===== src/rtl/sm2ct_stream_pkg.sv =====
// ---------------------------------------------------------------------------
// sm2ct_stream_pkg
// Shared AES definitions for the state-matrix-to-ciphertext streamer.
//   state_t  : 4x4 AES state, row index first, column index second.
//   NB       : number of state columns (4).
//   BLOCK_BYTES : bytes per AES block (16).
//   fsm_t    : streamer FSM encoding.
//   flatten  : state -> 128-bit block, column-major, byte 0 in [127:120].
// ---------------------------------------------------------------------------
package sm2ct_stream_pkg;

  localparam int NB          = 4;
  localparam int BLOCK_BYTES = 16;

  typedef logic [0:3][0:3][7:0] state_t;

  typedef enum logic {
    IDLE = 1'b0,
    SEND = 1'b1
  } fsm_t;

  // Bytes are shifted in from the right, so the first byte visited
  // (row 0, column 0) ends up in the most significant position.
  function automatic logic [127:0] flatten(input state_t s);
    logic [127:0] f;
    f = '0;
    for (int c = 0; c < NB; c++) begin
      for (int r = 0; r < NB; r++) begin
        f = {f[119:0], s[2'(r)][2'(c)]};
      end
    end
    return f;
  endfunction

endpackage


===== src/rtl/sm2ct_stream_inv_shift_rows.sv =====
// ---------------------------------------------------------------------------
// invShiftRows
// Combinational AES InvShiftRows: row r is rotated right by r positions.
//   state_matrix   (in)  : 4x4 state, row index first.
//   shifted_matrix (out) : shifted[r][c] = state[r][(c - r) mod 4].
// ---------------------------------------------------------------------------
module invShiftRows
  import sm2ct_stream_pkg::*;
(
  input  state_t state_matrix,
  output state_t shifted_matrix
);

  for (genvar gi = 0; gi < NB; gi++) begin : g_row
    for (genvar gj = 0; gj < NB; gj++) begin : g_col
      assign shifted_matrix[gi][gj] = state_matrix[gi][(gj - gi + NB) % NB];
    end
  end

endmodule


===== src/rtl/sm2ct_stream.sv =====
// ---------------------------------------------------------------------------
// sm2ct_stream
// Captures an AES state matrix (optionally undoing ShiftRows), holds it as a
// 128-bit ciphertext block and streams it out one byte per handshake in
// column-major order.
//   clk, rst      : clock, asynchronous active-high reset.
//   state_matrix  : input state, row index first.
//   in_valid/in_ready   : capture handshake.
//   out_byte/out_valid/out_ready/out_last : byte stream, out_last on byte 15.
//   ciphertext    : last captured block, byte 0 in [127:120].
//   busy          : bytes of a captured block remain unsent.
// Parameter INV_SHIFT: 1 applies InvShiftRows on capture, 0 passes through.
// ---------------------------------------------------------------------------
module sm2ct_stream
  import sm2ct_stream_pkg::*;
#(
  parameter int INV_SHIFT = 1
) (
  input  logic         clk,
  input  logic         rst,
  input  state_t       state_matrix,
  input  logic         in_valid,
  output logic         in_ready,
  output logic [7:0]   out_byte,
  output logic         out_valid,
  input  logic         out_ready,
  output logic         out_last,
  output logic [127:0] ciphertext,
  output logic         busy
);

  fsm_t             state_reg, state_next;
  logic [3:0]       cnt_reg, cnt_next;
  logic [0:15][7:0] buf_reg;
  logic [127:0]     ct_reg;
  state_t           t_matrix;
  logic             in_xfer;
  logic             at_last;

  if (INV_SHIFT != 0) begin : g_inv
    invShiftRows u_inv (
      .state_matrix  (state_matrix),
      .shifted_matrix(t_matrix)
    );
  end else begin : g_pass
    assign t_matrix = state_matrix;
  end

  assign at_last = (cnt_reg == 4'(BLOCK_BYTES - 1));
  assign in_xfer = in_valid & in_ready;

  always_ff @(posedge clk or posedge rst) begin
    if (rst) begin
      state_reg <= IDLE;
      cnt_reg   <= '0;
    end else begin
      state_reg <= state_next;
      cnt_reg   <= cnt_next;
    end
  end

  always_comb begin
    state_next = state_reg;
    cnt_next   = cnt_reg;
    in_ready   = 1'b0;
    out_valid  = 1'b0;
    case (state_reg)
      IDLE: begin
        in_ready = 1'b1;
        if (in_valid) begin
          state_next = SEND;
          cnt_next   = '0;
        end
      end
      SEND: begin
        out_valid = 1'b1;
        // A new block may only enter as the final byte leaves, which lets
        // consecutive blocks stream with no gap.
        in_ready  = out_ready & at_last;
        if (out_ready) begin
          // Counter wraps 15 -> 0, which is exactly the reload case.
          cnt_next = cnt_reg + 4'd1;
          if (at_last && !in_valid) begin
            state_next = IDLE;
          end
        end
      end
      default: begin
        state_next = IDLE;
        cnt_next   = '0;
      end
    endcase
  end

  always_ff @(posedge clk or posedge rst) begin
    if (rst) begin
      buf_reg <= '0;
      ct_reg  <= '0;
    end else if (in_xfer) begin
      buf_reg <= flatten(t_matrix);
      ct_reg  <= flatten(t_matrix);
    end
  end

  // Gate the byte with out_valid so nothing stale is visible while idle.
  assign out_byte   = out_valid ? buf_reg[cnt_reg] : 8'h00;
  assign out_last   = out_valid & at_last;
  assign ciphertext = ct_reg;
  assign busy       = (state_reg == SEND);

endmodule


===== config.mk =====
export PLATFORM = sky130hd
export DESIGN_NAME = sm2ct_stream
export DESIGN_NICKNAME = d
export VERILOG_FILES = /design/src/rtl/sm2ct_stream_pkg.sv /design/src/rtl/sm2ct_stream_inv_shift_rows.sv /design/src/rtl/sm2ct_stream.sv
export SDC_FILE = /design/constraint.sdc
export NUM_CORES = 1
export LEC_CHECK = 0
export BUFFER_PORTS_ARGS = -buffer_cell sky130_fd_sc_hd__buf_2
export CAP_MARGIN = 20
export CORE_AREA = 2 2 105 107
export DETAILED_ROUTE_END_ITERATION = 10
export DIE_AREA = 0 0 107 109
export PLACE_DENSITY_LB_ADDON = 0.25
export SLEW_MARGIN = 25
export SYNTH_ARGS = -nofsm -noshare
export SYNTH_HDL_FRONTEND = slang
export SYNTH_SLANG_ARGS = --single-unit

===== constraint.sdc =====
create_clock -name clk -period 3 [get_ports clk]
set_clock_uncertainty 0.2 [all_clocks]
set_input_delay 0.6 -clock clk [delete_from_list [all_inputs] [get_ports clk]]
set_output_delay 0.6 -clock clk [all_outputs]
set_load 0.005 [all_outputs]

==> impl_metrics.yaml, run 1 <==
floorplanning:
  die_h_um: 109
  die_w_um: 107
  io_pins: 272
  dieArea_mm2: 0.0117
  core_area_mm2: 0.0106
  rows: 38
  initial_core_util_pct: 24.2
synthesis:
  synthCells: 213
  yosysMostFrequentCell: "buf_4"
  synthMuxAreaShare_pct: 25.8
  synth_common_cells: "buf_4, dfrtp_1, mux2_4"
  avgSynthCellArea_um2: 12.1
  synth_compound_area_share_pct: 2.39
  yosys.area_share.adder_pct: 0.487
  yosysWarningCount: 0
  netlist.area_leader.share_pct: 36.0
  synth_area_leaders: "dfrtp_1, buf_4, mux2_4"
  synth_top_cell_by_area: "dfrtp_1"
  synth_xor_area_share_pct: 0
  synthSimpleGateAreaFrac_pct: 4.48
  synth_top_family_by_area: "buffers and inverters"
  syn-cell-area_mm2: 0.00257
  synth_async_sr_flop_share_pct: 100
  ys_ff_latch: 37
  synth_flop_cell: "dfrtp_1"
  synth_seq_area_share_pct: 36.0
  synth_edf_count: 0
  synth_cell_type_count: 26
detailed_routing:
  drtIter0Drc: 23
  drc_errors: 0
  vias: 1511
  wl_um: 4900
  wl_per_cell_um: 11.4
  antenna_left: 0
  first_pass_iters: 3
  vias_per_cell: 3.50
clock_network:
  cts_tree: "done"
  hold_buffers: 0
  cts.sinks: 37
  clockBufferDepth: 2
  clock_latency_ps: 280
  clk_pin_slew_ps: 70
  cts_setup_buffers: 0
  ctsResizeCount: 0
  numCtsBuffers: 5
  h-tree-depth: 2
  cts-root-buf: "clkbuf_8"
layout:
  nFillCells: 1143
  final_cells: 432
  final_util_pct: 26.6
  syn2layout_area_growth_pct: 9.93
  antenna_cells: 0
  multi_input_area_mm2: 0.00121
  nets: 426
  final_cell_area_mm2: 0.00283
  seq_area_um2: 926
  largest_reg_flops: 29
  drive_above_1_share_pct: 44.5
sta:
  worst_slack_ps: 283
  drv_slew: 0
  setup_viol: 0
  fin_crit_sh_pct: 90.6
  hold_viol: 0
  hold_slack_ps: 212
  slew_headroom_pct: 53.5
  rsz0062_at_grt: "false"
  worst_pin_slew_ps: 698
  tns_ps: 0
  fin_crit_ps: 2720
  fmax_ghz: 0.368
setup_path:
  worstPathRequired_ps: 2200
  crit_buf_inv: 1
  critPathTopFamily: "flip-flops"
  cpMaxStageDelayCell: "dfrtp_1"
  critPathMaxFanout: 12
  cpPeakStageDelay_ps: 740
  crit_path_cell_trace: "mux4_2, and3_1, buf_2"
  endpoint_kind: "output pin"
  startpoint_type: "register"
  critical_path_class: "reg2out"
  cp.arrival_ps: 1920
outcome:
  status: "finished clean"
power:
  cellPowerDensity_mw_per_mm2: 821
  vdd_drop_max_uv: 303
  finalPower_mw: 2.32
  leakage_nw: 1.53
placement:
  io_buffers: 79
  dp_cells: 426
  post-place-ws_ps: 562
  hpwl_um: 3800
  gp_congestion: 0.703
  dpl_cell_area_mm2: 0.00275
global_route:
  grt_overflow: 0
  grt_max_degree: 38
  grt_pass1_vias: 1379
  antenna_found_initial: 0
  grt_usage_pct: 8.52
  grt_pass1_wl_um: 7630
job:
  maxCapViolations: 0
worst_hold_path:
  min_path_type: "in2async"
==> worst paths after layout <==
check	end	slack [ps]	depth (start not counted)	from
setup reg to reg	buf_reg[116]$_DFFE_PP0P_	600	5	cnt_reg[0]$_DFFE_PP0P_
min in group clk	buf_reg[118]$_DFFE_PP0P_	330	1	buf_reg[118]$_DFFE_PP0P_
hold / removal	ciphertext[119]$_DFFE_PP0P_	210	3	rst
max in group asynchronous	cnt_reg[3]$_DFFE_PP0P_	2040	3	rst
hold reg to reg	buf_reg[118]$_DFFE_PP0P_	330	1	buf_reg[118]$_DFFE_PP0P_
setup / recovery	out_byte[0]	280	3	cnt_reg[0]$_DFFE_PP0P_
==> worst min-delay path: stages <==
cell and delay [ps]:
buf_2 90, inv_1 40, buf_4 400
==> power breakdown <==
group	switching, mW	internal, mW	leakage (nW)
sequential	0.239	0.743	0.447
combinational	0.343	0.673	1.04
clock	0.170	0.153	0.0399
total	0.751	1.57	1.53
==> area by class of cell <==
type / count / share of cell area [%]
clock buffers: 5 / 2.44
clock inverters: 1 / 0.177
inverters: 2 / 0.266
multi-input cells: 165 / 42.9
flip-flops and latches: 37 / 32.8
well taps: 140 / 6.20
repair buffers: 82 / 15.2
==> cell families (layout without fill, tap and decap cells) <==
family	after synthesis	count (layout)
AO/OA/AOI/OAI	8	8
adder cells (fa/ha/maj)	1	1
buffers and inverters	106	90
flip-flops	37	37
multiplexers	41	41
other	1	96
AND/OR/NAND/NOR	19	19
==> routing by layer <==
| metal | up-vias | part of all wire (%) | track usage (%) |
|---|---|---|---|
| met4 | 0 | 0.47 | 2.23 |
| met2 | 118 | 45 | 13.5 |
| met3 | 5 | 14 | 4.48 |
| li1 | 681 | - | - |
| met1 | 707 | 40 | 10.2 |
| met5 | - | 0 | 0 |
==> layout by cell type (no fill, tap or decap), types with 3 or more instances in the layout <==
cell       n
o21ai_0    4
clkbuf_8   5
mux4_2     8
conb_1    96
and3_1     8
nand2_1    3
mux2_4    30
dfrtp_1   37
buf_2     79
Power figures use the tool's default switching activity.
==> run 2: changes to the inputs <==
- ABC_AREA: default -> 1
- CORE_AREA: 2 2 105 107 -> 2 2 106 108
- DIE_AREA: 0 0 107 109 -> 0 0 108 110
==> run 2 against run 1 <==
Against the previous run:
- die area up 1.9%
- global-route usage is 2.5 points higher
- sequential power fell by 1%
- maximum frequency increased by 1.6%
- final cell count up 26%
- clock power grew 6.8%
- flip-flop and latch count stayed put
- register-to-register slack improved by 380 ps
- wire length up 37%
- cell area decreased by 2.4%
- clock-buffer cell count up 1
==> impl_metrics.yaml, run 2 <==
outcome:
  status: "finished clean"
global_route:
  grt_pass1_vias: 1745
  grt_usage_pct: 11.0
  grt_max_degree: 38
  antenna_found_initial: 0
  grt_overflow: 0
  grt_pass1_wl_um: 9950
synthesis:
  synth_top_family_by_area: "buffers and inverters"
  synth_async_sr_flop_share_pct: 100
  synthCells: 331
  synth_seq_area_share_pct: 36.3
  avgSynthCellArea_um2: 7.71
  synth_common_cells: "buf_4, nand2_1, dfrtp_1"
  synthMuxAreaShare_pct: 0
  synth_xor_area_share_pct: 0
  synth_compound_area_share_pct: 5.69
  yosysMostFrequentCell: "buf_4"
  yosysWarningCount: 0
  synth_area_leaders: "dfrtp_1, buf_4, nand2_1"
  synth_flop_cell: "dfrtp_1"
  synthSimpleGateAreaFrac_pct: 23.7
  synth_top_cell_by_area: "dfrtp_1"
  netlist.area_leader.share_pct: 36.3
  ys_ff_latch: 37
  synth_cell_type_count: 19
  syn-cell-area_mm2: 0.00255
  synth_edf_count: 0
  yosys.area_share.adder_pct: 0.490
layout:
  antenna_cells: 0
  final_cells: 546
  nets: 538
  mostFrequentLayoutCells: "conb_1, buf_2, nand2_1"
  syn2layout_area_growth_pct: 8.09
  largest_reg_flops: 29
  drive_above_1_share_pct: 22.7
  mostFrequentLayoutCell: "conb_1"
sta:
  hold_slack_ps: 205
  drv_slew: 0
  tns_ps: 0
  hold_viol: 0
  fin_crit_sh_pct: 89.1
  worst_slack_ps: 326
  setup_viol: 0
  fmax_ghz: 0.374
  rsz0062_at_grt: "false"
  fin_crit_ps: 2670
floorplanning:
  rows: 38
  dieArea_mm2: 0.0119
  die_h_um: 110
  io_pins: 272
  core_area_mm2: 0.0107
  initial_core_util_pct: 23.8
  die_w_um: 108
setup_path:
  endpoint_kind: "output pin"
  cpPeakStageDelay_ps: 590
  critPathLaunch: "cnt_reg[2]$_DFFE_PP0P_"
  critical_path_class: "reg2out"
  critPathTopFamily: "flip-flops"
  worstPathRequired_ps: 2200
  worst-r2r-setup-slack_ps: 980
  cp-endpoint: "out_byte[0]"
  cpMaxStageDelayCell: "dfrtp_1"
  cp.arrival_ps: 1870
  cp.depth: 5
  reg2reg_from: "cnt_reg[0]$_DFFE_PP0P_"
  crit_path_cell_trace: "clkinv_1, nor2_1, o21ai_0, a21oi_1, buf_2"
  regToRegEndpoint: "buf_reg[116]$_DFFE_PP0P_"
  crit_buf_inv: 2
  critPathMaxFanout: 12
  r2r_cells: 7
  startpoint_type: "register"
detailed_routing:
  wl_um: 6710
  drc_errors: 0
  drtIter0Drc: 81
  vias_per_cell: 3.69
  wl_per_cell_um: 12.3
  vias: 2017
  first_pass_iters: 4
  antenna_left: 0
clock_network:
  hold_buffers: 0
  cts_tree: "done"
  cts.sinks: 37
  clk_pin_slew_ps: 80
  cts_setup_buffers: 0
  clock_latency_ps: 290
  ctsResizeCount: 0
  clockBufferDepth: 2
  numCtsBuffers: 5
  cts-root-buf: "clkbuf_8"
  h-tree-depth: 2
job:
  maxCapViolations: 0
power:
  internal_power_mw: 1.31
  swShare_pct: 43.2
  power_frac_seq_pct: 42.0
  leakage_nw: 1.62
  clockPowerShare_pct: 14.9
  cellPowerDensity_mw_per_mm2: 838
  finalPower_mw: 2.31
  switchingPower_mw: 0.999
  vdd_drop_max_uv: 300
  combPwrFrac_pct: 43.1
worst_hold_path:
  min_path_type: "in2async"
placement:
  hpwl_um: 5220
  gp_congestion: 0.751
  io_buffers: 79
  post-place-ws_ps: 659
  dp_cells: 538
-- run 2: cell count changes in the layout (fill, tap and decap cells not counted), moves of 8 or more --
| cell | before | now |
|---|---|---|
| mux2_4 | 30 | 0 |
| o21ai_0 | 4 | 17 |
| a21oi_1 | 1 | 10 |
| and3_1 | 8 | 0 |
| nand2_1 | 3 | 70 |
| nand3_1 | 1 | 36 |
| nor2_1 | 2 | 34 |
| mux4_2 | 8 | 0 |
-- run 2: kinds of logic after synthesis --
logic type | count (synthesis)
simple gates | 145
buf+inv | 118
flops | 37
compound gates | 29
fa+ha+maj | 1
other cells | 1
-- run 2: how the worst min path moves through the flow --
stage	endpoint	slack [ps]	cells after the start
after global placement	buf_reg[116]$_DFFE_PP0P_	280	2
after detailed placement	buf_reg[81]$_DFFE_PP0P_	280	2
final	buf_reg[124]$_DFFE_PP0P_	200	3
after floorplan	buf_reg[112]$_DFFE_PP0P_	280	2
after CTS	buf_reg[124]$_DFFE_PP0P_	230	3
after global routing	buf_reg[124]$_DFFE_PP0P_	250	3
-- run 2: tightest hold or removal path, stage by stage --
cell and delay, ps:
buf_2 90, inv_1 40, buf_4 410
-- run 2: cell type report --
| class | instances | area, µm² |
|---|---|---|
| Tap cell | 140 | 175 |
| Inverter | 7 | 26.3 |
| Clock inverter | 2 | 10.0 |
| Timing Repair Buffer | 83 | 425 |
| Sequential cell | 37 | 926 |
| Clock buffer | 6 | 72.6 |
| Multi-Input combinational cell | 271 | 1120 |
| Fill cell | 1236 | 7940 |
-- run 2: through the flow --
stage	utilization, %	instance area (µm²)
2_1_floorplan	-	2910
3_5_place_dp	25.0	2680
3_3_place_gp	25.0	2680
4_1_cts	25.8	2760
6_report	25.8	2760
5_1_grt	25.8	2760
-- run 2: power by group through the flow --
stage | clock network, mW | registers (mW) | logic (mW)
2_1_floorplan | 0 | 0.934 | 0.656
3_3_place_gp | 0 | 0.980 | 1.01
3_5_place_dp | 0 | 0.984 | 1.02
4_1_cts | 0.362 | 0.975 | 1.03
5_1_grt | 0.376 | 1.01 | 1.16
6_report | 0.345 | 0.971 | 0.996
-- run 2: per-layer routing --
metal	vias up	GRT usage [%]	share of wire, %
li1	1000	-	-
met1	894	15.0	45
met2	117	17.3	47
met3	6	3.06	8.0
met4	0	2.75	0.82
met5	-	0	0
==> run 3: changes to the inputs <==
- MAX_ROUTING_LAYER: default -> met4
==> run 3 against run 2 <==
Against the previous run:
- setup slack worse by 3.8 ps
- cell area unchanged
- hold slack worse by 8.7 ps
- non-clock buffer count unchanged
- sequential share of layout area unchanged
- critical path type unchanged
- largest cell class unchanged
==> impl_metrics.yaml, run 3 (same netlist as run 2, synthesis figures left out) <==
layout:
  drive_above_1_share_pct: 22.7
  mostFrequentLayoutCell: "conb_1"
  mostFrequentLayoutCells: "conb_1, buf_2, nand2_1"
  nFillCells: 1236
  nets: 538
  final_util_pct: 25.8
  syn2layout_area_growth_pct: 8.09
  antenna_cells: 0
  largest_reg_flops: 29
placement:
  gp_congestion: 0.760
  io_buffers: 79
  hpwl_um: 5220
clock_network:
  cts-root-buf: "clkbuf_8"
  clk_pin_slew_ps: 80
  h-tree-depth: 2
  clock_latency_ps: 290
  ctsResizeCount: 0
  numCtsBuffers: 5
  hold_buffers: 0
  cts_setup_buffers: 0
  clockBufferDepth: 2
  cts_tree: "done"
  cts.sinks: 37
global_route:
  grt_pass1_vias: 1747
  antenna_found_initial: 0
  grt_overflow: 0
  grt_max_degree: 38
  grt_usage_pct: 11.3
  grt_pass1_wl_um: 9930
detailed_routing:
  vias_per_cell: 3.73
  antenna_left: 0
  first_pass_iters: 4
  wl_per_cell_um: 12.4
  wl_um: 6750
  drtIter0Drc: 102
  drc_errors: 0
  vias: 2038
power:
  internal_power_mw: 1.31
  switchingPower_mw: 1.00
  combPwrFrac_pct: 43.1
  leakage_nw: 1.62
  clockPowerShare_pct: 15.0
  vdd_drop_max_uv: 301
  power_frac_seq_pct: 41.9
  cellPowerDensity_mw_per_mm2: 840
  swShare_pct: 43.3
setup_path:
  cpMaxStageDelayCell: "dfrtp_1"
  worstPathRequired_ps: 2200
  crit_buf_inv: 2
  critical_path_class: "reg2out"
  cpPeakStageDelay_ps: 590
  startpoint_type: "register"
  cp.arrival_ps: 1880
  critPathMaxFanout: 12
  critPathTopFamily: "flip-flops"
  endpoint_kind: "output pin"
  crit_path_cell_trace: "clkinv_1, nor2_1, o21ai_0, a21oi_1, buf_2"
floorplanning:
  die_w_um: 108
  rows: 38
  dieArea_mm2: 0.0119
  initial_core_util_pct: 23.8
  core_area_mm2: 0.0107
  io_pins: 272
  die_h_um: 110
worst_hold_path:
  min_path_type: "in2async"
sta:
  tns_ps: 0
  fin_crit_ps: 2680
  fmax_ghz: 0.373
  drv_slew: 0
  fin_crit_sh_pct: 89.2
  rsz0062_at_grt: "false"
  hold_viol: 0
  setup_viol: 0
outcome:
  status: "finished clean"
job:
  maxCapViolations: 0
## run 3: cell counts in the layout (fill, tap and decap cells not counted)
Identical to the previous run, type by type.
## run 3: area by class of cell
cell class	count	area, µm²	share of cell area [%]
clock inverters	2	10.0	0.363
clock buffers	6	72.6	2.63
flip-flops and latches	37	926	33.6
repair buffers	83	425	15.4
inverters	7	26.3	0.953
well taps	140	175	6.35
multi-input cells	271	1120	40.7
## run 3: per-stage QoR
stage | total power, mW | cells | hold slack [ps] | instance area, µm² | setup slack (ps)
floorplan | 1.59 | 426 | 280 | 2910 | 1190
global placement | 1.99 | 538 | 279 | 2680 | 681
detailed placement | 2.01 | 538 | 281 | 2680 | 659
CTS | 2.36 | 546 | 232 | 2760 | 316
global route | 2.54 | 546 | 245 | 2760 | 56.5
finish | 2.32 | 546 | 196 | 2760 | 323
## run 3: power groups by stage
stage                     Sequential [mW]  Clock (mW)  Combinational, mW
after detailed placement            0.984           0               1.02
final                               0.970       0.348              0.997
after global routing                 1.01       0.377               1.16
after floorplan                     0.934           0              0.656
after CTS                           0.975       0.362               1.03
after global placement              0.980           0               1.01
## run 3: worst reg2reg max path: cells and delay by family (launching register included)
| family | cells | cell delay (ps) |
|---|---|---|
| adder cells (fa/ha/maj) | 1 | 230 |
| buffers and inverters | 2 | 600 |
| AND/OR/NAND/NOR | 4 | 610 |
| flip-flops | 1 | 350 |
## run 3: worst paths after layout
path | startpoint | endpoint | slack [ps] | cells past startpoint
worst max-delay path | cnt_reg[2]$_DFFE_PP0P_ | out_byte[0] | 320 | 5
worst min-delay path | rst | buf_reg[124]$_DFFE_PP0P_ | 200 | 3
worst max register to register | cnt_reg[0]$_DFFE_PP0P_ | buf_reg[116]$_DFFE_PP0P_ | 970 | 7
worst min register to register | buf_reg[81]$_DFFE_PP0P_ | buf_reg[81]$_DFFE_PP0P_ | 290 | 2
max in group asynchronous | rst | buf_reg[127]$_DFFE_PP0P_ | 2040 | 3
min in group clk | buf_reg[81]$_DFFE_PP0P_ | buf_reg[81]$_DFFE_PP0P_ | 290 | 2
## run 3: per-layer routing
layer	GRT usage, %	vias up	wire length (µm)
met3	2.65	6	478
met2	17.3	117	3140
li1	-	1003	-
met4	2.75	0	59
met5	-	-	0
met1	15.2	912	3070
